File: src/rtl/regfile_wb_arbiter_pkg.sv
// Shared types and constants for the register-file write-back arbiter and its scoreboard.
package regfile_wb_arbiter_pkg;

  localparam int XLEN   = 32;
  localparam int REG_AW = 5;

  typedef enum logic {
    A_PRIO  = 1'b0,
    B_FORCE = 1'b1
  } arb_state_e;

  typedef struct packed {
    logic [REG_AW-1:0] rd;
    logic [XLEN-1:0]   dat;
  } wb_req_t;

endpackage

File: src/rtl/regfile_wb_arbiter_scoreboard.sv
// wb_scoreboard: pending-write bit per register, set on issue, cleared on write-back, two lookups.
// Bit 0 (x0) never becomes pending; a same-cycle set and clear of one bit leaves it set.
module wb_scoreboard #(
  parameter int NREG = 32,
  parameter int AW   = $clog2(NREG)
) (
  input  logic          clk,
  input  logic          rst,
  input  logic          set_en,
  input  logic [AW-1:0] set_idx,
  input  logic          clr_en,
  input  logic [AW-1:0] clr_idx,
  input  logic [AW-1:0] q1_idx,
  input  logic [AW-1:0] q2_idx,
  output logic          q1_pending,
  output logic          q2_pending
);

  logic [NREG-1:0] pending;

  always_ff @(posedge clk or posedge rst) begin
    if (rst) begin
      pending <= '0;
    end else begin
      for (int i = 1; i < NREG; i++) begin
        if (set_en && set_idx == AW'(i)) pending[i] <= 1'b1;
        else if (clr_en && clr_idx == AW'(i)) pending[i] <= 1'b0;
      end
    end
  end

  assign q1_pending = pending[q1_idx];
  assign q2_pending = pending[q2_idx];

endmodule

File: src/rtl/regfile_wb_arbiter.sv
// Merges ALU (A) and LSU (B) results onto the single register-file write port, with B starvation guard.
// Optional macro REGFILE_WB_BYPASS_EN adds forwarding outputs for the write in the output stage.
module regfile_wb_arbiter #(
  parameter int XLEN       = 32,
  parameter int NREG       = 32,
  parameter int STARVE_MAX = 4
) (
  input  logic            clk,
  input  logic            rst,
  input  logic            a_valid,
  output logic            a_ready,
  input  logic [4:0]      a_rd,
  input  logic [XLEN-1:0] a_dat,
  input  logic            b_valid,
  output logic            b_ready,
  input  logic [4:0]      b_rd,
  input  logic [XLEN-1:0] b_dat,
  input  logic            issue_valid,
  input  logic [4:0]      issue_rd,
  input  logic [4:0]      rs1,
  input  logic [4:0]      rs2,
  output logic            busy_rs1,
  output logic            busy_rs2,
  output logic            wen,
  output logic [4:0]      rd,
  output logic [XLEN-1:0] rd_dat
`ifdef REGFILE_WB_BYPASS_EN
  ,
  output logic            fwd1_hit,
  output logic            fwd2_hit,
  output logic [XLEN-1:0] fwd1_dat,
  output logic [XLEN-1:0] fwd2_dat
`endif
);

  import regfile_wb_arbiter_pkg::*;

  localparam int CW = $clog2(STARVE_MAX + 1);

  arb_state_e    state;
  logic [CW-1:0] starve_cnt;
  logic [CW-1:0] starve_nxt;
  logic          a_grant;
  logic          b_grant;
  wb_req_t       sel;
  logic          pend1;
  logic          pend2;

  always_comb begin
    a_ready = 1'b0;
    b_ready = 1'b0;
    if (!rst) begin
      if (state == B_FORCE) begin
        b_ready = b_valid;
      end else begin
        a_ready = a_valid;
        b_ready = b_valid && !a_valid;
      end
    end
  end

  assign a_grant = a_valid && a_ready;
  assign b_grant = b_valid && b_ready;

  always_comb begin
    sel.rd  = a_rd;
    sel.dat = a_dat;
    if (b_grant) begin
      sel.rd  = b_rd;
      sel.dat = b_dat;
    end
  end

  always_comb begin
    if (!b_valid || b_grant)                 starve_nxt = '0;
    else if (starve_cnt == CW'(STARVE_MAX))  starve_nxt = starve_cnt;
    else                                     starve_nxt = starve_cnt + 1'b1;
  end

  // Forcing on the next count lets B win in the cycle right after its STARVE_MAX-th wait.
  always_ff @(posedge clk or posedge rst) begin
    if (rst) begin
      state      <= A_PRIO;
      starve_cnt <= '0;
      wen        <= 1'b0;
      rd         <= '0;
      rd_dat     <= '0;
    end else begin
      starve_cnt <= starve_nxt;
      case (state)
        A_PRIO:  if (starve_nxt == CW'(STARVE_MAX)) state <= B_FORCE;
        B_FORCE: if (b_grant || !b_valid) state <= A_PRIO;
        default: state <= A_PRIO;
      endcase
      wen <= (a_grant || b_grant) && (sel.rd != '0);
      if (a_grant || b_grant) begin
        rd     <= sel.rd;
        rd_dat <= sel.dat;
      end
    end
  end

  wb_scoreboard #(.NREG(NREG), .AW(5)) u_scoreboard (
    .clk        (clk),
    .rst        (rst),
    .set_en     (issue_valid && issue_rd != '0),
    .set_idx    (issue_rd),
    .clr_en     (b_grant),
    .clr_idx    (b_rd),
    .q1_idx     (rs1),
    .q2_idx     (rs2),
    .q1_pending (pend1),
    .q2_pending (pend2)
  );

`ifdef REGFILE_WB_BYPASS_EN
  assign busy_rs1 = (rs1 != '0) && pend1;
  assign busy_rs2 = (rs2 != '0) && pend2;
  assign fwd1_hit = wen && (rd == rs1) && (rs1 != '0);
  assign fwd2_hit = wen && (rd == rs2) && (rs2 != '0);
  assign fwd1_dat = rd_dat;
  assign fwd2_dat = rd_dat;
`else
  // The output-stage write is not yet visible to the register file's combinational read.
  assign busy_rs1 = (rs1 != '0) && (pend1 || (wen && rd == rs1));
  assign busy_rs2 = (rs2 != '0) && (pend2 || (wen && rd == rs2));
`endif

endmodule

File: config.mk
export PLATFORM = sky130hd
export DESIGN_NAME = regfile_wb_arbiter
export DESIGN_NICKNAME = d
export VERILOG_FILES = /design/src/rtl/regfile_wb_arbiter_pkg.sv /design/src/rtl/regfile_wb_arbiter_scoreboard.sv /design/src/rtl/regfile_wb_arbiter.sv
export SDC_FILE = /design/constraint.sdc
export NUM_CORES = 1
export LEC_CHECK = 0
export CAP_MARGIN = 20
export CELL_PAD_IN_SITES_DETAIL_PLACEMENT = 1
export CELL_PAD_IN_SITES_GLOBAL_PLACEMENT = 2
export CORE_ASPECT_RATIO = 0.7
export CORE_UTILIZATION = 27
export DETAILED_ROUTE_END_ITERATION = 16
export PLACE_DENSITY_LB_ADDON = 0.1
export SYNTH_ARGS = -nofsm -noshare
export SYNTH_HDL_FRONTEND = slang
export SYNTH_SLANG_ARGS = --single-unit
File: constraint.sdc
create_clock -name clk -period 2.6 [get_ports clk]
set_input_delay 0.52 -clock clk [delete_from_list [all_inputs] [get_ports clk]]
set_output_delay 0.52 -clock clk [all_outputs]
set_load 0.02 [all_outputs]
Word level (Yosys, flattened, before mapping)
Cells that the tools add are included.
{ "totals": {"word_cells": 294, "out_inout_bits": 42, "inputBits": 94, "register_bits": 73} }
{ "op_classes": {"magnitude_cmp": 2, "reduce_logical": 112, "add_sub_neg": 1, "bitwise": 1, "mux": 76, "n_eq_ne": 66} }
{ "ops": {"columns": ["operator", "n"], "rows": [
  ["equality test 5 bit, second input constant", 32],
  ["equality test 5 x 4 -> 1 bit, second input constant", 16],
  ["logical AND 1 bit", 71],
  ["2-to-1 mux 1 bit", 70],
  ["nonzero test 2 bit", 31],
  ["equality test 5 x 3 -> 1 bit, second input constant", 8],
  ["2-to-1 mux 37 bit", 1],
  ["equality test 5 x 2 -> 1 bit, second input constant", 4],
  ["nonzero test 5 bit", 4],
  ["< comparator 5 x 6 -> 1 bit, second input constant", 2],
  ["binary-select mux 1 bit (select 5 bit)", 2],
  ["equality test 5 x 1 -> 1 bit, second input constant", 2],
  ["equality test 5 bit", 2],
  ["equality test 3 bit, second input constant", 2],
  ["2-to-1 mux 3 bit", 2],
  ["logical OR 1 bit", 4],
  ["adder 3 x 1 -> 3 bit, second input constant", 1],
  ["logical NOT 1 bit", 2],
  ["case mux 1 bit (2 select lines)", 1],
  ["NOT 1 bit", 1]
]} }

Depth between registers and ports, before layout
Gate-level depths: netlist of the first run.
{ "logic_depth": {"word_depth": 10, "ltp_mapped": 7, "ltp_nobuf": 7} }

Hierarchy
A second synthesis of the first run with hierarchy kept.
{ "unflattened": {"cells_unflattened": 433, "hier_area_um2": 4436.8} }
{ "by_module_without_submodules": {"columns": ["mod", "cells_per_inst", "area_per_inst_um2", "seq_area_each_um2", "instances"], "rows": [
  ["regfile_wb_arbiter", 233, 2524.9, 1051.0, 1],
  ["wb_scoreboard", 200, 1911.8, 775.7, 1]
]} }

Worst setup path before layout of the first run
OpenSTA, ideal clock, no wires.
{ "synth_path": {"path_type": "input to output", "start": "input rs1[3]", "end": "output busy_rs1", "path_buffers": 1, "path_stages": 5, "slack_ns": 0.352, "arrival_time_ns": 1.728, "required_ns": 2.080, "path_cell_list": "buf_2 -> mux4_2 -> a311oi_1 -> nand4_1 -> o311a_1"} }
{ "synth_via": {"elab_chain_len": 4, "word_cells_on_any_way": 7, "classes_between": "eq/ne (1); mux (2); reduce/logical (4)"} }
{ "synth_rtl": {"columns": ["item", "line", "text"], "rows": [
  ["start, declared", "regfile_wb_arbiter.sv:20", "input logic [4:0] rs1,"],
  ["binary-select mux 1 bit (select 5 bit) or equality test 5 bit (tied branches)", "regfile_wb_arbiter_scoreboard.sv:32, regfile_wb_arbiter.sv:125", null],
  ["2-to-1 mux 1 bit (implied by the code) or logical AND 1 bit (tied branches)", "regfile_wb_arbiter_scoreboard.sv:32, regfile_wb_arbiter.sv:125", null],
  ["logical OR 1 bit", "regfile_wb_arbiter.sv:125", "assign busy_rs1 = (rs1 != '0) && (pend1 || (wen && rd == rs1));"],
  ["logical AND 1 bit *", "regfile_wb_arbiter.sv:125", null],
  ["end, declared", "regfile_wb_arbiter.sv:22", "output logic busy_rs1,"]
]} }
Mark *: on every way between the ends. The rest lies on a longest branch, timed or not. The select of a mux whose other input is x is not followed.

Worst setup path in the final report of the first run
{ "layout_path": {"start": "input rs2[1]", "end": "output busy_rs2"} }
{ "layout_via": {"elab_chain_len": 4, "word_cells_on_any_way": 7, "classes_between": "eq/ne (1); mux (2); reduce/logical (4)"} }
{ "layout_rtl": {"columns": ["item", "line", "text"], "rows": [
  ["start, declared", "regfile_wb_arbiter.sv:21", "input logic [4:0] rs2,"],
  ["binary-select mux 1 bit (select 5 bit) or equality test 5 bit (tied branches)", "regfile_wb_arbiter_scoreboard.sv:33, regfile_wb_arbiter.sv:126", null],
  ["2-to-1 mux 1 bit (implied by the code) or logical AND 1 bit (tied branches)", "regfile_wb_arbiter_scoreboard.sv:33, regfile_wb_arbiter.sv:126", null],
  ["logical OR 1 bit", "regfile_wb_arbiter.sv:126", "assign busy_rs2 = (rs2 != '0) && (pend2 || (wen && rd == rs2));"],
  ["logical AND 1 bit *", "regfile_wb_arbiter.sv:126", null],
  ["end, declared", "regfile_wb_arbiter.sv:23", "output logic busy_rs2,"]
]} }
Marks and branches as above.

==> summary.md, run 1 <==
| Metric | Value |
|---|---|
| CP top delay family | `compound AO/OA/AOI/OAI gates` |
| Worst skew pair latency | `0.34 ns` |
| Wire length per cell | `20.1 um` |
| N_diodes | `0` |
| Commonest non-fill, non-tap cell in the layout | `clkdlybuf4s50_1` |
| PD cells | `685 mW/mm^2` |
| Final Hold Vio Count | `0` |
| CTS Sinks | `73` |
| Die height | `102 um` |
| Cell variety after synth | `50` |
| Sequential fraction of the synthesis area | `0.476` |
| Max stage delay on crit path | `0.39 ns` |
| Cells after DPL | `705` |
| Initial DRC count | `between 200 and 300` |
| Grt peak-use layer | `met1` |
| Via density | `5.10` |
| Total GRT Usage | `0.207` |
| Mapped cell area | `0.00384 mm^2` |
| Total global routing overflow | `0` |
| Cts bufs inserted | `9` |
| Syn Inst Count | `370` |
| Antenna violations before repair | `0` |
| DRT Wirelength | `between 10000 and 15000 um` |
| GR Util met3 | `0.0572` |
| Vias in the first global route | `3757` |
| Max rail drop VDD | `0.000326 V` |
| First-pass GRT wire length | `22200 um` |
| CTS root buf | `clkbuf_16` |
| CP max FO | `6` |
| Row Count | `36` |
| Setup TNS | `0 ns` |
| Crit. End Element | `primary output` |
| Grt met1 use | `0.308` |
| Period minus WS final | `2.57 ns` |
| Final net count | `628` |
| Via count | `3705` |
| Slowest CP cell | `mux2_2` |
| Drt drc | `0` |
| Syn_area_per_cell | `~10 um^2` |
| Layout cells sized above 1 | `0.166` |
| Core Util, Final | `0.437` |
| Leak pwr | `roughly 2.6 nW` |
| Drt pass-1 iters | `6` |
| Pin count of the biggest net entering global routing | `44` |
| Final Cycle Share | `0.988` |
| Number of max-cap violations | `0` |
| IO buf count | `135` |
| Final ANT Viol Nets | `0` |
| Die W | `~140 um` |
| CTS tree | `done` |
| DP HPWL | `11200 um` |
| Final Slew Violations | `0` |
| # IOs | `136` |
| Startpoint Class | `primary input` |
| Core Footprint | `0.0139 mm^2` |
| Max_slew headroom | `0.616` |
| Synth async-reset ratio | `1.00` |
| Layout Cells excl Fill | `726` |
| Setup violations, final | `0` |
| Placer Congestion | `0.808` |
| Max frequency | `389 MHz` |
| Slew @ Worst Pin | `0.575 ns` |
| Die footprint | `~0.015 mm^2` |
| Most frequent cells in the layout | `clkdlybuf4s50_1 (122), dfrtp_1 (73), o21ai_1 (36)` |
| Clock transition at the registers of the reported paths | `0.06 ns` |
| Crit-path cells | `dlygate4sd2_1 > mux2_2 > a221oi_2 > o311ai_2 > o211a_1 > buf_6` |
| Worst reg2reg setup slack | `approximately 0.96 ns` |
| Clock buffer depth | `2` |
| Max H-tree Level | `3` |
| Cts-stage hold buffer count | `0` |
| Post-synth top flop | `dfrtp_1` |
| CP required | `2.08 ns` |
| Status | `completed` |
| Met2 GRT Util | `0.296` |
| WP buf/inv | `2` |
| Synth Register Bits | `73` |
| Worst Hold Class | `reg2reg` |
| Worst EP arrival | `2.05 ns` |
| Starting Density | `0.276` |
| Post-synth EDFFs | `0` |
| Layout Area Growth over Synthesis | `58.2%` |
| Max Clock Skew | `approximately 0.0042 ns` |
| YS warnings | `1` |
| Critical setup path kind | `in2out` |
| Post-Syn Nets | `466` |
[worst min-delay path, stage by stage, from the launching register on]
cell      delay [ns]
dfrtp_1         0.34
a222oi_1        0.07
inv_1           0.05
[path summary, 6_finish.rpt]
| path | start | endpoint | depth (start not counted) |
|---|---|---|---|
| min in group asynchronous | rst | rd_dat[4]$_DFFE_PP0P_ | 2 |
| worst max register to register | state$_DFF_PP0_ | u_scoreboard.pending[12]$_DFFE_PP0P_ | 6 |
| worst min register to register | rd_dat[29]$_DFFE_PP0P_ | rd_dat[29]$_DFFE_PP0P_ | 2 |
| worst min-delay path | rd_dat[29]$_DFFE_PP0P_ | rd_dat[29]$_DFFE_PP0P_ | 2 |
| max in group asynchronous | rst | u_scoreboard.pending[12]$_DFFE_PP0P_ | 3 |
| worst max-delay path | rs2[1] | busy_rs2 | 6 |
[registers in the layout, summed over array words and instances, names as in the netlist]
register,count
rd,5
state,1
starve_cnt,3
u_scoreboard.pending,31
rd_dat,32
wen,1
[routing by layer]
layer | share of wire | wire length, um
met4 | 0.0060 | 88
met3 | 0.052 | 756
met1 | 0.51 | 7410
met2 | 0.43 | 6350
met5 | 0 | 0
[cells by family after synthesis]
group / synth area share
AO/OA/AOI/OAI: 0.199
XOR/XNOR: 0.0251
adder cells (fa/ha/maj): 0.00651
buffers and inverters: 0.0648
flip-flops: 0.476
multiplexers: 0.107
AND/OR/NAND/NOR: 0.123
[cell usage after synthesis (3+ instances only)]
master    instances  area [um^2]
mux2i_1          15          150
nor4_1            4         25.0
nor2_1            4         15.0
xnor2_1           3         26.3
buf_2             7         35.0
mux4_2            6          135
a31oi_1           3         18.8
nor2b_1           5         31.3
dfrtp_1          73         1830
a222oi_1         32          320
mux4_1            3         78.8
nand2b_1          7         43.8
nand4_1           4         25.0
nor3b_1           4         30.0
nand3_1           7         35.0
nand2_1          23         86.3
xor2_1            8         70.1
nand4b_1          3         26.3
or3_1             4         25.0
o21ai_1          36          180
nor3_1            7         35.0
inv_1            35          131
clkbuf_1         12         45.0
o21ai_0          31          155
mux2_2            3         33.8
[power breakdown]
part	leakage (nW)	total, mW	switching (mW)	internal (mW)
Combinational	1.58	1.16	0.538	0.622
Sequential	0.888	1.55	0.211	1.34
Clock	0.169	1.45	0.495	0.958
[cell type report]
class                           instances  area, um^2
Inverter                               36         135
Fill cell                            1533        7840
Tap cell                              190         238
Clock buffer                           10         239
Clock inverter                          5         104
Timing Repair Buffer                  174        1700
Multi-Input combinational cell        238        1840
Sequential cell                        73        1830
[what timing repair did]
action,4_1_cts,5_1_grt
pin swaps,4,9
endpoints found under the setup margin,2,3
buffers inserted,1,5
endpoints found under the hold margin,0,0
gates resized for setup,34,18
[metrics by stage]
stage	hold WS, ns	worst slack (ns)	area (um^2)	power [mW]
floorplan	0.460	0.227	3840	2.03
global placement	0.475	-0.701	5600	2.65
detailed placement	0.481	-0.818	5600	2.67
CTS	0.497	-0.000660	6000	4.16
global route	0.527	-0.0205	6080	4.37
finish	0.493	0.0310	6080	4.17
Note: power is estimated with default switching activity, not from simulation.
==> inputs of run 2 (changes only) <==
--- a/config.mk
+++ b/config.mk
@@ -10,8 +10,10 @@
 export CELL_PAD_IN_SITES_GLOBAL_PLACEMENT = 2
 export CORE_ASPECT_RATIO = 0.7
 export CORE_UTILIZATION = 27
+export CTS_CLUSTER_DIAMETER = 40
 export DETAILED_ROUTE_END_ITERATION = 16
 export PLACE_DENSITY_LB_ADDON = 0.1
+export SKIP_LAST_GASP = 1
 export SYNTH_ARGS = -nofsm -noshare
 export SYNTH_HDL_FRONTEND = slang
 export SYNTH_SLANG_ARGS = --single-unit
==> results of run 2 <==
No change in the layout: final DEF, timing and power equal those of run 1.
